--- src/rtl/rv32im_memory_unit.sv ---
// ---------------------------------------------------------------------------
// rv32im_memory_unit
//
// Runs one load/store from the execute stage out to a Wishbone bus. It asks
// the arbiter for the bus, steers byte lanes for reads and writes, and
// sign- or zero-extends load data. An access that crosses a word boundary
// is either split into two back-to-back beats or rejected with an error.
// A per-beat watchdog aborts a beat that is never acknowledged.
//
// Ports
//   clk_i, rst_n_i            clock, synchronous active-low reset
//   start_i                   request pulse, accepted only while busy_o=0
//   addr_i, data_i            byte address, right-justified store data
//   word_size_i, unsigned_i   00 byte/01 half/10 word/11 double; 1 = zero-extend
//   write_i                   1 = store
//   data_o                    load result, right-justified and extended
//   busy_o, done_o, err_o     in flight / completion pulse / failure pulse
//   err_code_o                00 ok, 01 bus error, 10 timeout, 11 misaligned/illegal
//   master_dat_i/o, ack_i, err_i, adr_o, cyc_o, stb_o, we_o, sel_o   Wishbone
//   ctrl_req_o, ctrl_grant_i  arbiter handshake
// ---------------------------------------------------------------------------
module rv32im_memory_unit #(
  parameter int XLEN             = 32,
  parameter int TIMEOUT_CYCLES   = 255,
  parameter bit SPLIT_MISALIGNED = 1'b1
) (
  input  logic                           clk_i,
  input  logic                           rst_n_i,
  input  logic                           start_i,
  input  logic [XLEN-1:0]                addr_i,
  input  logic [XLEN-1:0]                data_i,
  input  logic [1:0]                     word_size_i,
  input  logic                           unsigned_i,
  input  logic                           write_i,
  output logic [XLEN-1:0]                data_o,
  output logic                           busy_o,
  output logic                           done_o,
  output logic                           err_o,
  output logic [1:0]                     err_code_o,
  input  logic [XLEN-1:0]                master_dat_i,
  output logic [XLEN-1:0]                master_dat_o,
  input  logic                           ack_i,
  input  logic                           err_i,
  output logic [XLEN-$clog2(XLEN/8)-1:0] adr_o,
  output logic                           cyc_o,
  output logic                           stb_o,
  output logic                           we_o,
  output logic [XLEN/8-1:0]              sel_o,
  output logic                           ctrl_req_o,
  input  logic                           ctrl_grant_i
);

  localparam int BYTES = XLEN / 8;
  localparam int OFS   = $clog2(BYTES);
  localparam int AW    = XLEN - OFS;
  localparam int MW    = 2 * BYTES;
  // Counter wide enough to hold TIMEOUT_CYCLES itself.
  localparam int CW    = (TIMEOUT_CYCLES < 2) ? 1 : $clog2(TIMEOUT_CYCLES + 1);
  localparam logic [CW:0] TO_VAL  = (CW+1)'(TIMEOUT_CYCLES);
  localparam logic [CW:0] CNT_ONE = (CW+1)'(1);

  typedef enum logic [1:0] {S_IDLE, S_REQ, S_BEAT0, S_BEAT1} state_t;

  // Lane mask of an access of the given size, before shifting by the offset.
  function automatic logic [MW-1:0] size_mask(input logic [1:0] sz);
    case (sz)
      2'b00:   return MW'(8'h01);
      2'b01:   return MW'(8'h03);
      2'b10:   return MW'(8'h0F);
      default: return MW'(8'hFF);
    endcase
  endfunction

  // True when the access runs past the end of the current bus word.
  function automatic logic crosses(input logic [OFS-1:0] ofs, input logic [1:0] sz);
    return (int'(ofs) + (1 << sz)) > BYTES;
  endfunction

  function automatic logic illegal_size(input logic [1:0] sz);
    return (sz == 2'b11) && (XLEN == 32);
  endfunction

  state_t            state_q, state_d;
  logic [XLEN-1:0]   addr_q, addr_d;
  logic [XLEN-1:0]   wdata_q, wdata_d;
  logic [1:0]        size_q, size_d;
  logic              uns_q, uns_d;
  logic              write_q, write_d;
  logic [XLEN-1:0]   lo_q, lo_d;
  logic [CW-1:0]     cnt_q, cnt_d;
  logic [XLEN-1:0]   data_o_q, data_o_d;
  logic              busy_q, busy_d;
  logic              done_q, done_d;
  logic              err_q, err_d;
  logic [1:0]        err_code_q, err_code_d;
  logic [XLEN-1:0]   mdat_q, mdat_d;
  logic [AW-1:0]     adr_q, adr_d;
  logic              stb_q, stb_d;
  logic              we_q, we_d;
  logic [BYTES-1:0]  sel_q, sel_d;
  logic              req_q, req_d;

  // Datapath derived from the latched request.
  logic [OFS-1:0]    ofs_q;
  logic [MW-1:0]     sel_wide;
  logic [2*XLEN-1:0] dat_wide;
  logic              cross_q;
  logic              reject_in;
  logic [CW:0]       cnt_inc;

  assign ofs_q     = addr_q[OFS-1:0];
  assign cross_q   = crosses(ofs_q, size_q);
  // Low half of the shifted mask/data is beat 0, high half is beat 1.
  assign sel_wide  = size_mask(size_q) << ofs_q;
  assign dat_wide  = {{XLEN{1'b0}}, wdata_q} << {ofs_q, 3'b000};
  assign reject_in = illegal_size(word_size_i) ||
                     (!SPLIT_MISALIGNED && crosses(addr_i[OFS-1:0], word_size_i));
  assign cnt_inc   = {1'b0, cnt_q} + CNT_ONE;

  // Load assembly: on a single-beat access the live bus data is the low
  // word and the high word is zero; after a split, the captured beat-0
  // data is the low word and the live bus data is the high word.
  logic [XLEN-1:0] rd_lo, rd_hi, rd_al, keep, load_val;
  logic            msb;

  always_comb begin
    rd_lo = (state_q == S_BEAT1) ? lo_q : master_dat_i;
    rd_hi = (state_q == S_BEAT1) ? master_dat_i : '0;
    rd_al = XLEN'({rd_hi, rd_lo} >> {ofs_q, 3'b000});
    keep  = '1;
    msb   = 1'b0;
    case (size_q)
      2'b00: begin keep = XLEN'(8'hFF);          msb = rd_al[7];  end
      2'b01: begin keep = XLEN'(16'hFFFF);       msb = rd_al[15]; end
      2'b10: begin keep = XLEN'(32'hFFFF_FFFF);  msb = rd_al[31]; end
      default: begin keep = '1;                  msb = 1'b0;      end
    endcase
    load_val = (rd_al & keep) | ((!uns_q && msb) ? ~keep : '0);
  end

  // Next-state and output logic.
  logic finish, abort;

  always_comb begin
    state_d    = state_q;
    addr_d     = addr_q;
    wdata_d    = wdata_q;
    size_d     = size_q;
    uns_d      = uns_q;
    write_d    = write_q;
    lo_d       = lo_q;
    cnt_d      = cnt_q;
    data_o_d   = data_o_q;
    busy_d     = busy_q;
    done_d     = 1'b0;
    err_d      = 1'b0;
    err_code_d = err_code_q;
    mdat_d     = mdat_q;
    adr_d      = adr_q;
    stb_d      = stb_q;
    we_d       = we_q;
    sel_d      = sel_q;
    req_d      = req_q;
    finish     = 1'b0;
    abort      = 1'b0;

    case (state_q)
      S_IDLE: begin
        if (start_i) begin
          addr_d  = addr_i;
          wdata_d = data_i;
          size_d  = word_size_i;
          uns_d   = unsigned_i;
          write_d = write_i;
          cnt_d   = '0;
          if (reject_in) begin
            // Rejected without touching the bus.
            done_d     = 1'b1;
            err_d      = 1'b1;
            err_code_d = 2'b11;
          end else begin
            busy_d     = 1'b1;
            req_d      = 1'b1;
            err_code_d = 2'b00;
            state_d    = S_REQ;
          end
        end
      end

      S_REQ: begin
        if (ctrl_grant_i) begin
          stb_d   = 1'b1;
          we_d    = write_q;
          adr_d   = addr_q[XLEN-1:OFS];
          sel_d   = sel_wide[BYTES-1:0];
          mdat_d  = dat_wide[XLEN-1:0];
          cnt_d   = '0;
          state_d = S_BEAT0;
        end
      end

      S_BEAT0, S_BEAT1: begin
        if (err_i) begin
          finish     = 1'b1;
          abort      = 1'b1;
          err_code_d = 2'b01;
        end else if (ack_i) begin
          if (state_q == S_BEAT0 && cross_q) begin
            // Second beat follows immediately; stb stays high.
            lo_d    = master_dat_i;
            adr_d   = adr_q + AW'(1);
            sel_d   = sel_wide[MW-1:BYTES];
            mdat_d  = dat_wide[2*XLEN-1:XLEN];
            cnt_d   = '0;
            state_d = S_BEAT1;
          end else begin
            finish     = 1'b1;
            err_code_d = 2'b00;
            if (!write_q) data_o_d = load_val;
          end
        end else if (TIMEOUT_CYCLES != 0 && cnt_inc == TO_VAL) begin
          finish     = 1'b1;
          abort      = 1'b1;
          err_code_d = 2'b10;
        end else begin
          cnt_d = cnt_inc[CW-1:0];
        end
      end

      default: state_d = S_IDLE;
    endcase

    if (finish) begin
      stb_d   = 1'b0;
      we_d    = 1'b0;
      sel_d   = '0;
      req_d   = 1'b0;
      busy_d  = 1'b0;
      done_d  = 1'b1;
      err_d   = abort;
      cnt_d   = '0;
      state_d = S_IDLE;
    end
  end

  always_ff @(posedge clk_i) begin
    if (!rst_n_i) begin
      state_q    <= S_IDLE;
      addr_q     <= '0;
      wdata_q    <= '0;
      size_q     <= '0;
      uns_q      <= 1'b0;
      write_q    <= 1'b0;
      lo_q       <= '0;
      cnt_q      <= '0;
      data_o_q   <= '0;
      busy_q     <= 1'b0;
      done_q     <= 1'b0;
      err_q      <= 1'b0;
      err_code_q <= '0;
      mdat_q     <= '0;
      adr_q      <= '0;
      stb_q      <= 1'b0;
      we_q       <= 1'b0;
      sel_q      <= '0;
      req_q      <= 1'b0;
    end else begin
      state_q    <= state_d;
      addr_q     <= addr_d;
      wdata_q    <= wdata_d;
      size_q     <= size_d;
      uns_q      <= uns_d;
      write_q    <= write_d;
      lo_q       <= lo_d;
      cnt_q      <= cnt_d;
      data_o_q   <= data_o_d;
      busy_q     <= busy_d;
      done_q     <= done_d;
      err_q      <= err_d;
      err_code_q <= err_code_d;
      mdat_q     <= mdat_d;
      adr_q      <= adr_d;
      stb_q      <= stb_d;
      we_q       <= we_d;
      sel_q      <= sel_d;
      req_q      <= req_d;
    end
  end

  assign data_o       = data_o_q;
  assign busy_o       = busy_q;
  assign done_o       = done_q;
  assign err_o        = err_q;
  assign err_code_o   = err_code_q;
  assign master_dat_o = mdat_q;
  assign adr_o        = adr_q;
  assign cyc_o        = stb_q;
  assign stb_o        = stb_q;
  assign we_o         = we_q;
  assign sel_o        = sel_q;
  assign ctrl_req_o   = req_q;

endmodule
--- config.mk ---
export PLATFORM = sky130hd
export DESIGN_NAME = rv32im_memory_unit
export DESIGN_NICKNAME = d
export VERILOG_FILES = /design/src/rtl/rv32im_memory_unit.sv
export SDC_FILE = /design/constraint.sdc
export NUM_CORES = 1
export LEC_CHECK = 0
export CORE_MARGIN = 2
export CORE_UTILIZATION = 50
export CTS_BUF_LIST = sky130_fd_sc_hd__clkbuf_2 sky130_fd_sc_hd__clkbuf_4 sky130_fd_sc_hd__clkbuf_8
export DETAILED_ROUTE_END_ITERATION = 12
export PLACE_DENSITY = 0.77
export SLEW_MARGIN = 30
export SYNTH_ARGS = -nofsm -noshare
export SYNTH_HDL_FRONTEND = slang
export SYNTH_SLANG_ARGS = --single-unit
--- constraint.sdc ---
create_clock -name clk_i -period 3.9 [get_ports clk_i]
set_clock_uncertainty 0.1 [all_clocks]
set_input_delay 0.585 -clock clk_i [delete_from_list [all_inputs] [get_ports clk_i]]
set_output_delay 0.585 -clock clk_i [all_outputs]
set_load 0.01 [all_outputs]
==> results.toml <==
[outcome]
status = "finished clean"

[die]
die_w_um = 152
fp.dieH_um = 152
core_area_um2 = 21800
rows = 54
die-area_um2 = 23200
start_util = 0.506
io_pins = 213

[clock_tree]
cts.sinks = 215
cts_resized = 0
clk_latency_ps = 530
numCtsBuffers = 37
htree_num_levels = 2
post_cts_buffers = 0
cts_root_buffer = "clkbuf_8"
ctsHoldBuffers = 0
cts_tree = "built"
cts_max_path_buffers = 3
clkTransAtPathRegs_ps = 60

[placement]
dp_worst_setup_slack_ps = 537
portBuffers = 212
place_inst = 1807
dp_hpwl_um = 23900
gp_congestion = 0.906
post_dp_cell_area_um2 = 13300

[yosys]
ys_types = 77
async_flop_share = 0
syn_area_um2 = 11000
synth_ff_type = "dfxtp_1"
avgSynthCellArea_um2 = 7.85
synth-edff-count = 0
syn_inst = 1403
synth.ff_latch_count = 215
ys_warn_count = 0
seq_area_frac_synth = 0.391
synth_nets = 1515

[global_route]
grt_pass1_wl_um = 56200
grt_overflow = 0
antenna_found_initial = 0
grt_pass1_vias = 10800
grt_max_degree = 80
track_usage = 0.294

[critical_path]
worst_setup_path_start_kind = "flip-flop"
r2r_end = "master_dat_o[1]"
cp-startpoint = "size_q[0]"
reg2regPathDepth = 10
cp_max_fo = 20
crit_type = "flip-flop to flip-flop"
regToRegSetupSlack_ps = 440
r2r_start = "size_q[0]"
crit_path_end_kind = "flip-flop"
critPathRequiredTime_ps = 4230
worstPathArrival_ps = 3790

[route]
wl_per_cell_um = 19.0
dr.first_iter.drc_count = 1072
antenna_left = 0
vias_per_cell = 6.09
finalWirelength_um = 35400
drc_errors = 0
dr.pass1.iters = 6
vias = 11400

[finish]
syn_to_final_growth_pct = 27.4
postLayoutCoreUtil = 0.645
n_fill_cell = 1938
layout.nets = 1678
instances_no_fill = 1867
drive_above_1_share = 0.0813
design_area_um2 = 14000

[sta]
worstMarginPinSlew_ps = 928
period_minus_slack_ps = 3460
timing.final.ws_setup_ps = 436
tns_ps = 0
slew_viol_final = 0
slew_headroom = 0.382
fmax_ghz = 0.289
fin_crit_sh = 0.888
fin_hold_ws_ps = 350
setup_viol = 0
rsz0062_at_grt = "false"
hold_violations = 0

[power_and_ir_drop]
power_mw = 5.48
leakage_nw = 5.05
p_sw_mw = 1.56
share_seq_of_total_power = 0.444
clkPwrFrac = 0.377
power_density_nw_per_um2 = 391
p_sw_frac = 0.285
power.internal_mw = 3.92
pwr-share-comb = 0.179
ir_worst_vdd_uv = 224

[run]
drv_cap = 0

[worst_hold_path]
hold_path_startpoint = "lo_q[23]"
hold_end = "lo_q[23]"
hold_depth = 2
hold_path_class = "flip-flop to flip-flop"
sequential cells by signal, summed over array words and instances, names as in the netlist, 2 cells and up:
signal,count
addr_q,32
adr_o,30
cnt_q,8
data_o,32
err_code_o,2
lo_q,32
master_dat_o,32
sel_o,4
size_q,2
state_q,2
wdata_q,32
cells in the mapped netlist (all sizes together), types with 5 or more instances:
cell type / number / area, um2
mux2i: 79 / 791
a221oi: 9 / 78.8
a21boi: 11 / 82.6
o31a: 5 / 43.8
nand2: 292 / 1100
o2bb2ai: 16 / 140
a2111o: 5 / 56.3
and3: 13 / 81.3
o211a: 13 / 130
o21a: 8 / 60.1
or2: 6 / 37.5
nand3: 32 / 160
nor4: 11 / 75.1
ha: 6 / 75.1
buf: 29 / 150
o22ai: 17 / 106
a311oi: 9 / 85.1
inv: 11 / 41.3
a2bb2oi: 8 / 70.1
clkbuf: 84 / 315
nor3: 27 / 135
a21oi: 169 / 850
and4: 5 / 43.8
nand4: 9 / 56.3
o211ai: 14 / 110
dfxtp: 215 / 4300
a22oi: 11 / 87.6
o21ai: 62 / 310
mux4: 7 / 158
o221a: 11 / 124
nor2b: 18 / 113
a211oi: 15 / 118
a31oi: 11 / 68.8
nor2: 110 / 413
o31ai: 9 / 72.6
nand2b: 5 / 31.3
worst max-delay path, cell delays in order (launching register included):
cell      delay, ps
dfxtp_1         330
or2_2           140
clkinv_1        240
ha_1            300
ha_1            280
nor2b_1         340
o32a_1          430
o211a_1         550
buf_4           370
a221oi_1        100
nor3_1          180
cells in the final DEF, fill, tap and decap left out, drive strengths merged, types with 14 or more instances in the layout:
master,synthesis,layout
a211oi,15,15
a21oi,169,169
buf,29,26
clkbuf,84,53
clkdlybuf4s50,0,211
dfxtp,215,215
mux2i,79,79
nand2,292,292
nand3,32,32
nor2,110,110
nor2b,18,18
nor3,27,27
o211ai,14,14
o21ai,62,62
o22ai,17,17
o2bb2ai,16,16
logic make-up after synthesis:
group | synth area share
compound gates | 0.252
xor+xnor | 0.00159
fa+ha+maj | 0.00681
buf+inv | 0.0467
flops | 0.391
mux | 0.0871
simple gates | 0.215
how the worst max path moves through the flow:
stage	to	slack (ps)	depth (start not counted)
6_report	master_dat_o[1]	440	10
5_1_grt	master_dat_o[0]	170	10
4_1_cts	master_dat_o[1]	500	10
3_5_place_dp	master_dat_o[28]	540	10
3_3_place_gp	master_dat_o[27]	650	10
2_1_floorplan	adr_o[25]	700	11
final cells by class:
type                       count  area, um2  area share
antenna                        1       2.50    0.000178
clock buffer                  53        679      0.0484
clock inverter                 6       57.6     0.00410
inverter                      13       51.3     0.00366
multi-input combinational   1062       6240       0.445
sequential                   215       4310       0.307
tap                          280        350      0.0250
timing repair buffer         237       2340       0.167
power by group through the flow:
| stage | Clock [mW] | Sequential [mW] | Combinational (mW) |
|---|---|---|---|
| 3_5_place_dp | 0 | 2.48 | 0.971 |
| 3_3_place_gp | 0 | 2.47 | 0.952 |
| 4_1_cts | 2.09 | 2.43 | 0.977 |
| 6_report | 2.07 | 2.43 | 0.982 |
| 2_1_floorplan | 0 | 2.45 | 0.561 |
| 5_1_grt | 2.19 | 2.45 | 1.06 |
routing by layer:
layer | global-route usage | share of wire
met5 | 0 | 0
met4 | 0.134 | 0.044
met3 | 0.0640 | 0.086
met2 | 0.480 | 0.46
met1 | 0.375 | 0.41
Note: power is estimated with default switching activity, not from simulation.
